[src/rtl/acc_cpu_core_if.sv]
`default_nettype none
// +----------------------------------------------------------------------------+
// | acc_cpu_core_if : memory req/ack bus between the core and external memory   |
// | Rev 1.0                                                                     |
// +----------------------------------------------------------------------------+
interface acc_cpu_core_if #(
    parameter int DATA_W = 8,
    parameter int ADDR_W = 5
);
    logic              mem_req;
    logic              mem_we;
    logic [ADDR_W-1:0] mem_addr;
    logic [DATA_W-1:0] mem_wdata;
    logic [DATA_W-1:0] mem_rdata;
    logic              mem_ack;

    modport master (
        output mem_req, mem_we, mem_addr, mem_wdata,
        input  mem_rdata, mem_ack
    );

    modport slave (
        input  mem_req, mem_we, mem_addr, mem_wdata,
        output mem_rdata, mem_ack
    );
endinterface
`default_nettype wire

[src/rtl/acc_cpu_core.sv]
`default_nettype none
// +----------------------------------------------------------------------------+
// | acc_cpu_core : multi-cycle accumulator CPU with req/ack memory port         |
// | Rev 1.0                                                                     |
// +----------------------------------------------------------------------------+
module acc_cpu_core #(
    parameter int DATA_W       = 8,
    parameter int OP_W         = 3,
    parameter int ADDR_W       = 5,
    parameter bit START_HALTED = 1'b0
) (
    input  logic               clk,
    input  logic               rst_n,
    input  logic               run_i,
    acc_cpu_core_if.master     mem,
    output logic               halted_o,
    output logic               zero_o,
    output logic               carry_o,
    output logic [ADDR_W-1:0]  pc_o,
    output logic [DATA_W-1:0]  acc_o,
    output logic [1:0]         state_o
);

    typedef enum logic [1:0] {
        ST_IDLE  = 2'd0,
        ST_FETCH = 2'd1,
        ST_EXEC  = 2'd2,
        ST_HALT  = 2'd3
    } state_t;

    localparam logic [OP_W-1:0]   OP_HLT = OP_W'(0);
    localparam logic [OP_W-1:0]   OP_SKZ = OP_W'(1);
    localparam logic [OP_W-1:0]   OP_ADD = OP_W'(2);
    localparam logic [OP_W-1:0]   OP_AND = OP_W'(3);
    localparam logic [OP_W-1:0]   OP_XOR = OP_W'(4);
    localparam logic [OP_W-1:0]   OP_LDA = OP_W'(5);
    localparam logic [OP_W-1:0]   OP_STO = OP_W'(6);
    localparam logic [OP_W-1:0]   OP_JMP = OP_W'(7);
    localparam logic [ADDR_W-1:0] PC_ONE = ADDR_W'(1);

    state_t            state_q, state_d;
    logic [ADDR_W-1:0] pc_q,    pc_d;
    logic [DATA_W-1:0] ir_q,    ir_d;
    logic [DATA_W-1:0] acc_q,   acc_d;
    logic              carry_q, carry_d;

    logic              w_req;
    logic              w_we;
    logic [ADDR_W-1:0] w_addr;
    logic [OP_W-1:0]   w_op;
    logic [ADDR_W-1:0] w_ir_addr;
    logic [DATA_W:0]   w_sum;

    assign w_op      = ir_q[DATA_W-1 -: OP_W];
    assign w_ir_addr = ir_q[ADDR_W-1:0];
    assign w_sum     = {1'b0, acc_q} + {1'b0, mem.mem_rdata};

    always_ff @(posedge clk or negedge rst_n) begin
        if (!rst_n) begin
            state_q <= ST_IDLE;
            pc_q    <= '0;
            ir_q    <= '0;
            acc_q   <= '0;
            carry_q <= 1'b0;
        end else begin
            state_q <= state_d;
            pc_q    <= pc_d;
            ir_q    <= ir_d;
            acc_q   <= acc_d;
            carry_q <= carry_d;
        end
    end

    // Bus outputs are decoded from registered state only, so a held access
    // keeps req/we/addr/wdata stable for as long as ack stays low.
    always_comb begin
        state_d = state_q;
        pc_d    = pc_q;
        ir_d    = ir_q;
        acc_d   = acc_q;
        carry_d = carry_q;
        w_req   = 1'b0;
        w_we    = 1'b0;
        w_addr  = pc_q;
        unique case (state_q)
            ST_IDLE: begin
                state_d = START_HALTED ? ST_HALT : ST_FETCH;
            end
            ST_FETCH: begin
                w_req = 1'b1;
                if (mem.mem_ack) begin
                    ir_d    = mem.mem_rdata;
                    pc_d    = pc_q + PC_ONE;
                    state_d = ST_EXEC;
                end
            end
            ST_EXEC: begin
                w_addr = w_ir_addr;
                case (w_op)
                    OP_HLT: state_d = ST_HALT;
                    OP_SKZ: begin
                        if (acc_q == '0) begin
                            pc_d = pc_q + PC_ONE;
                        end
                        state_d = ST_FETCH;
                    end
                    OP_JMP: begin
                        pc_d    = w_ir_addr;
                        state_d = ST_FETCH;
                    end
                    default: begin
                        w_req = 1'b1;
                        w_we  = (w_op == OP_STO);
                        if (mem.mem_ack) begin
                            state_d = ST_FETCH;
                            case (w_op)
                                OP_ADD:  {carry_d, acc_d} = w_sum;
                                OP_AND:  acc_d = acc_q & mem.mem_rdata;
                                OP_XOR:  acc_d = acc_q ^ mem.mem_rdata;
                                OP_LDA:  acc_d = mem.mem_rdata;
                                default: acc_d = acc_q;
                            endcase
                        end
                    end
                endcase
            end
            ST_HALT: begin
                if (run_i) begin
                    state_d = ST_FETCH;
                end
            end
            default: state_d = ST_IDLE;
        endcase
    end

    assign mem.mem_req   = w_req;
    assign mem.mem_we    = w_we;
    assign mem.mem_addr  = w_addr;
    assign mem.mem_wdata = acc_q;

    assign halted_o = (state_q == ST_HALT);
    assign zero_o   = (acc_q == '0);
    assign carry_o  = carry_q;
    assign pc_o     = pc_q;
    assign acc_o    = acc_q;
    assign state_o  = state_q;

endmodule
`default_nettype wire

[src/flat_wrapper.sv]
// flat-port wrapper written by rule: the top's interface ports become plain ports
module acc_cpu_core_flat 
#(
    parameter int DATA_W       = 8,
    parameter int OP_W         = 3,
    parameter int ADDR_W       = 5,
    parameter bit START_HALTED = 1'b0
)
  (clk, rst_n, run_i, halted_o, zero_o, carry_o, pc_o, acc_o, state_o, mem_mem_req, mem_mem_we, mem_mem_addr, mem_mem_wdata, mem_mem_rdata, mem_mem_ack);
  acc_cpu_core_if #(.DATA_W(DATA_W), .ADDR_W(ADDR_W)) mem_i ();
  input  logic clk;
  input  logic rst_n;
  input  logic run_i;
  output logic halted_o;
  output logic zero_o;
  output logic carry_o;
  output logic [ADDR_W-1:0] pc_o;
  output logic [DATA_W-1:0] acc_o;
  output logic [1:0] state_o;
  output wire logic [$bits(mem_i.mem_req)-1:0] mem_mem_req;
  output wire logic [$bits(mem_i.mem_we)-1:0] mem_mem_we;
  output wire logic [$bits(mem_i.mem_addr)-1:0] mem_mem_addr;
  output wire logic [$bits(mem_i.mem_wdata)-1:0] mem_mem_wdata;
  input wire logic [$bits(mem_i.mem_rdata)-1:0] mem_mem_rdata;
  input wire logic [$bits(mem_i.mem_ack)-1:0] mem_mem_ack;
  assign mem_mem_req = mem_i.mem_req;
  assign mem_mem_we = mem_i.mem_we;
  assign mem_mem_addr = mem_i.mem_addr;
  assign mem_mem_wdata = mem_i.mem_wdata;
  assign mem_i.mem_rdata = mem_mem_rdata;
  assign mem_i.mem_ack = mem_mem_ack;
  acc_cpu_core #(.DATA_W(DATA_W), .OP_W(OP_W), .ADDR_W(ADDR_W), .START_HALTED(START_HALTED)) u_core (.clk(clk), .rst_n(rst_n), .run_i(run_i), .mem(mem_i), .halted_o(halted_o), .zero_o(zero_o), .carry_o(carry_o), .pc_o(pc_o), .acc_o(acc_o), .state_o(state_o));
endmodule
[config.mk]
export PLATFORM = sky130hd
export DESIGN_NAME = acc_cpu_core_flat
export DESIGN_NICKNAME = d
export VERILOG_FILES = /design/src/rtl/acc_cpu_core_if.sv /design/src/rtl/acc_cpu_core.sv /design/src/flat_wrapper.sv
export SDC_FILE = /design/constraint.sdc
export NUM_CORES = 1
export LEC_CHECK = 0
export CORE_ASPECT_RATIO = 0.8
export CORE_MARGIN = 3
export CORE_UTILIZATION = 40
export CTS_CLUSTER_SIZE = 12
export DETAILED_ROUTE_END_ITERATION = 16
export PLACE_DENSITY_LB_ADDON = 0.2
export SLEW_MARGIN = 10
export SYNTH_ARGS = -nofsm -noshare
export SYNTH_HDL_FRONTEND = slang
export SYNTH_SLANG_ARGS = --single-unit
export TNS_END_PERCENT = 20
[constraint.sdc]
create_clock -name clk -period 1.8 [get_ports clk]
set_input_delay 0.36 -clock clk [delete_from_list [all_inputs] [get_ports clk]]
set_output_delay 0.36 -clock clk [all_outputs]
set_load 0.01 [all_outputs]
; ---- Yosys cells after proc, flatten, opt, wreduce, memory -nomap -nowiden
; Index checks and enable logic that the tools add are counted.
[op_classes]
addsub = 2
reduce_logical = 12
mux = 15
bitwise = 3
n_eq_ne = 15
[ops]
columns = cell, count
row1 = one-hot mux 8 bit (4 select lines), 1
row2 = one-hot mux 5 bit (2 select lines), 2
row3 = 2-to-1 mux 5 bit, 3
row4 = "equality test 3 bit, second input constant", 4
row5 = AND reduction 4 bit, 3
row6 = adder 8 x 8 -> 9 bit, 1
row7 = AND 8 bit, 1
row8 = logical NOT 8 bit, 1
row9 = one-hot mux 2 bit (4 select lines), 1
row10 = XOR 8 bit, 1
row11 = "equality test 3 x 2 -> 1 bit, second input constant", 2
row12 = 2-to-1 mux 2 bit, 3
row13 = "adder 5 x 1 -> 5 bit, second input constant", 1
row14 = "equality test 2 bit, second input constant", 2
row15 = "!= test 2 bit, second input constant", 2
row16 = "!= test 4 x 3 -> 1 bit, second input constant", 1
row17 = one-hot mux 2 bit (2 select lines), 1
row18 = nonzero test 4 bit, 1
row19 = "equality test 3 x 1 -> 1 bit, second input constant", 1
row20 = logical NOT 3 bit, 1
row21 = 2-to-1 mux 1 bit, 3
row22 = "!= test 3 x 1 -> 1 bit, second input constant", 1
row23 = "!= test 3 bit, second input constant", 1
row24 = AND reduction 3 bit, 1
row25 = 8 further kinds, 8
[totals]
inputBits = 12
register_bits = 24
output_inout_bits = 33

; ---- Logic depth before layout (Yosys ltp)
[depth]
ltp_word = 4
mapped_depth = 8
ltp_nobuf = 8

; ---- Worst setup path before layout
; No wires, ideal clock.
[synth_timing]
path_kind = register to register
from = reg u_core.acc_q[5], in the netlist u_core.acc_o[5]
to = reg u_core.pc_q[0], in the netlist u_core.pc_o[0]
path_buffers = 0
arrival_ns = 1.759
stages_incl_launch_ff = 6
path_slack_ns = -0.091
path_cell_list = dfrtp_1 -> or4_4 -> o311ai_4 -> o2111ai_4 -> o21ai_0 -> o31ai_1
[synth_via]
elab_chain_cells = 3
[synth_rtl]
columns = element, line
row1 = from (decl), acc_cpu_core.sv:44  ; logic [DATA_W-1:0] acc_q, acc_d;
row2 = from (signal assigned), acc_cpu_core.sv:63  ; acc_q <= '0;
row3 = from (signal assigned), acc_cpu_core.sv:69  ; acc_q <= acc_d;
row4 = logical NOT 8 bit, acc_cpu_core.sv:102  ; if (acc_q == '0) begin
row5 = != test 3 bit (no line), n/a
row6 = AND reduction 4 bit (no line), n/a
row7 = to (signal assigned), acc_cpu_core.sv:67  ; pc_q <= pc_d;
row8 = to (decl), acc_cpu_core.sv:42  ; logic [ADDR_W-1:0] pc_q, pc_d;
; No other way between the ends.
; A chain may end at the register's enable or synchronous reset.

; ---- Worst setup path in the final report
[layout_timing]
from = reg u_core.acc_q[4], in the netlist u_core.acc_o[4]
to = reg u_core.pc_q[4], in the netlist u_core.pc_o[4]
; The elaborated chain is that of the path after synthesis.

==> out/qor.csv <==
stage;metric;value;unit
yosys;async_flop_share;1.00;
yosys;synth_fp_nets;227;
run_status;violations;negative setup slack;
yosys;synth_flop_cell;dfrtp_1;
clock_tree;cts_buffer_depth;2;
global_routing;grt_pass1_wl;8.67;mm
die;std_cell_rows;21;
final_layout;antennaDiodeCount;0;
critical_path;reg2reg_slack;-0.18;ns
clock_tree;insertion_delay;0.27;ns
yosys;yosysSeqAreaShare;0.325;
final_layout;mostFrequentLayoutCell;buf_4;
detailed_routing;num_vias;1827;
yosys;synth.avg_cell_area;9.14;um2
critical_path;crit_chain;or4_4 > buf_6 > o311ai_4 > o2111ai_4 > a21oi_1 > o22a_2;
sta;maxSlewViolCount;0;
critical_path;crit_slowest_cell;or4_4;
sta;fmax;506;MHz
global_routing;grt_max_degree;25;
detailed_routing;dr.pass1.iters;4;
critical_path;cp.required;2.02;ns
min_path;hold_path.class;in2async;
detailed_routing;viasPerCell;5.36;
global_routing;grt.total_usage;0.207;
detailed_routing;wl_per_cell;15.7;um
final_layout;final_cell_mix;buf_4, clkdlybuf4s50_1, dfrtp_1;
yosys;synth_area;0.00185;mm2
global_routing;first_global_vias;1809;
yosys;syn_inst;202;
pwr;peakVddDrop;0.867;mV
critical_path;reg2reg_from;u_core.acc_o[4];
yosys;synth_edf_count;0;
die;dieArea;0.00547;mm2
clock_tree;root_buffer;clkbuf_8;
die;die_w;81.9;um
pwr;power_density;1850;mW/mm2
detailed_routing;drt-total-wl;5.36;mm
critical_path;path_max_fanout;10;
yosys;ys.warnings.count;0;
critical_path;crit_start;u_core.acc_o[4];
die;ios;45;
clock_tree;clk_pin_slew;0.09;ns
clock_tree;cts_tree;built;
sta;final.setup_skew;0.00133;ns
yosys;ys_types;44;
critical_path;worst_setup_path_end_kind;register;
sta;finalWorstSetupSlack;-0.176;ns
critical_path;crit_path_start_kind;register;
yosys;ys_ff_latch;24;
sta;finalCritPeriodShare;1.10;
critical_path;endpoint;u_core.pc_o[4];
job;maxCapViolations;0;
detailed_routing;drc;0;
detailed_routing;antenna_left;0;
sta;worst_pin_slew;0.464;ns
sta;finalSetupViolCount;11;
die;coreArea;0.00431;mm2
critical_path;critPathMaxStageDelay;0.55;ns
global_routing;overflow;0;
placed_design;place_ws;-0.587;ns
sta;maxSlewHeadroom;0.690;
critical_path;r2r-end;u_core.pc_o[4];
sta;finalSetupTns;-1.13;ns
final_layout;layout-drive-gt1-share;0.366;
placed_design;gp_congestion;0.861;
sta;hold_violations;0;
pwr;power_leakage;1.25;nW
detailed_routing;drt_iter0_markers;101;
critical_path;r2r_cells;6;
sta;period_needed;1.98;ns
clock_tree;clock_sinks;24;
global_routing;antenna_found_initial;0;
critical_path;critPathKind;reg2reg;
sta;rsz0062_at_grt;yes;
final_layout;area_growth;55.4;%
die;start_util;0.428;
placed_design;port_buffers;44;
placed_design;hpwlAfterDp;4.05;mm
clock_tree;h-tree-depth;1;
pwr;p_total;0.00529;W
final_layout;fin_nets;310;
clock_tree;numCtsBuffers;3;
run_status;status;finished, violations left;
clock_tree;hold_buffers;0;
die;die_h;66.8;um
critical_path;cp.arrival;2.20;ns
metal layers:
layer  track usage  vias to the layer above  share of wire
li1              -                      899              -
met5             0                        -              0
met3        0.0446                        2          0.066
met2         0.331                       63           0.45
met4        0.0373                        0         0.0045
met1         0.290                      863           0.48
repair_timing:
| item | in CTS | in global routing |
|---|---|---|
| pin swaps | 14 | 6 |
| endpoints found under the setup margin | 21 | 21 |
| resized for setup | 61 | 17 |
| setup buffers | 2 | 0 |
through the flow:
stage / hold WS, ns / instance area (um2) / utilization / cells
5_1_grt: 0.470 / 2870 / 0.666 / 341
3_5_place_dp: 0.505 / 2640 / 0.612 / 335
6_report: 0.448 / 2870 / 0.666 / 341
4_1_cts: 0.457 / 2790 / 0.648 / 341
2_1_floorplan: 0.0644 / 1850 / - / 202
3_3_place_gp: 0.502 / 2640 / 0.612 / 335
flip-flops by register name, summed over array words and instances, names as in the netlist:
register,cells
u_core.acc_o,8
u_core.ir_q,8
u_core.pc_o,5
u_core.state_o,2
u_core.carry_o,1
where the power goes:
part	switching (W)	internal [W]
clock network	0.000189	0.000196
registers	0.000236	0.000807
logic	0.00176	0.00210
cells by family (layout without fill, tap and decap cells):
| family | count (synthesis) | count (layout) | share of synthesized area |
|---|---|---|---|
| AOI/OAI and AO/OA | 59 | 59 | 0.231 |
| and+or+nand+nor | 58 | 58 | 0.154 |
| adders and majority gates | 13 | 13 | 0.0922 |
| xor gates and xnor gates | 4 | 4 | 0.0190 |
| DFF | 24 | 24 | 0.325 |
| buffers and inverters | 26 | 108 | 0.0712 |
| muxes | 18 | 18 | 0.108 |
critical path: cells and delay by family, from the launching register on:
kind	cells	cell delay (ns)
compound gates	4	0.83
buf+inv	1	0.14
flops	1	0.41
simple gates	1	0.55
area by class of cell:
class | count | area [um2]
multi-input cells | 152 | 1270
repair buffers | 93 | 833
fillers | 365 | 1440
clock buffers | 4 | 55.1
inverters | 11 | 41.3
well taps | 57 | 71.3
flip-flops and latches | 24 | 601
cell usage after synthesis, drive strengths merged, types with 4 or more instances:
| master | n | share of area |
|---|---|---|
| nor2 | 17 | 0.035 |
| nand2 | 17 | 0.035 |
| clkbuf | 4 | 0.0081 |
| o22ai | 5 | 0.017 |
| nand3 | 4 | 0.011 |
| o22a | 6 | 0.030 |
| ha | 12 | 0.081 |
| buf | 11 | 0.041 |
| o21ai | 13 | 0.035 |
| a21oi | 13 | 0.035 |
| mux2 | 15 | 0.092 |
| dfrtp | 24 | 0.33 |
| a221oi | 4 | 0.019 |
| inv | 11 | 0.022 |
worst min-delay path by stage:
stage	from	to	slack [ns]	depth (start not counted)
floorplan	rst_n	u_core.acc_o[0]	0.06	0
global placement	u_core.ir_q[1]	u_core.ir_q[1]	0.50	2
detailed placement	u_core.ir_q[1]	u_core.ir_q[1]	0.50	2
CTS	rst_n	u_core.acc_o[3]	0.46	2
global route	rst_n	u_core.carry_o	0.47	2
finish	rst_n	u_core.acc_o[4]	0.45	2
Note: power is estimated with default switching activity, not from simulation.
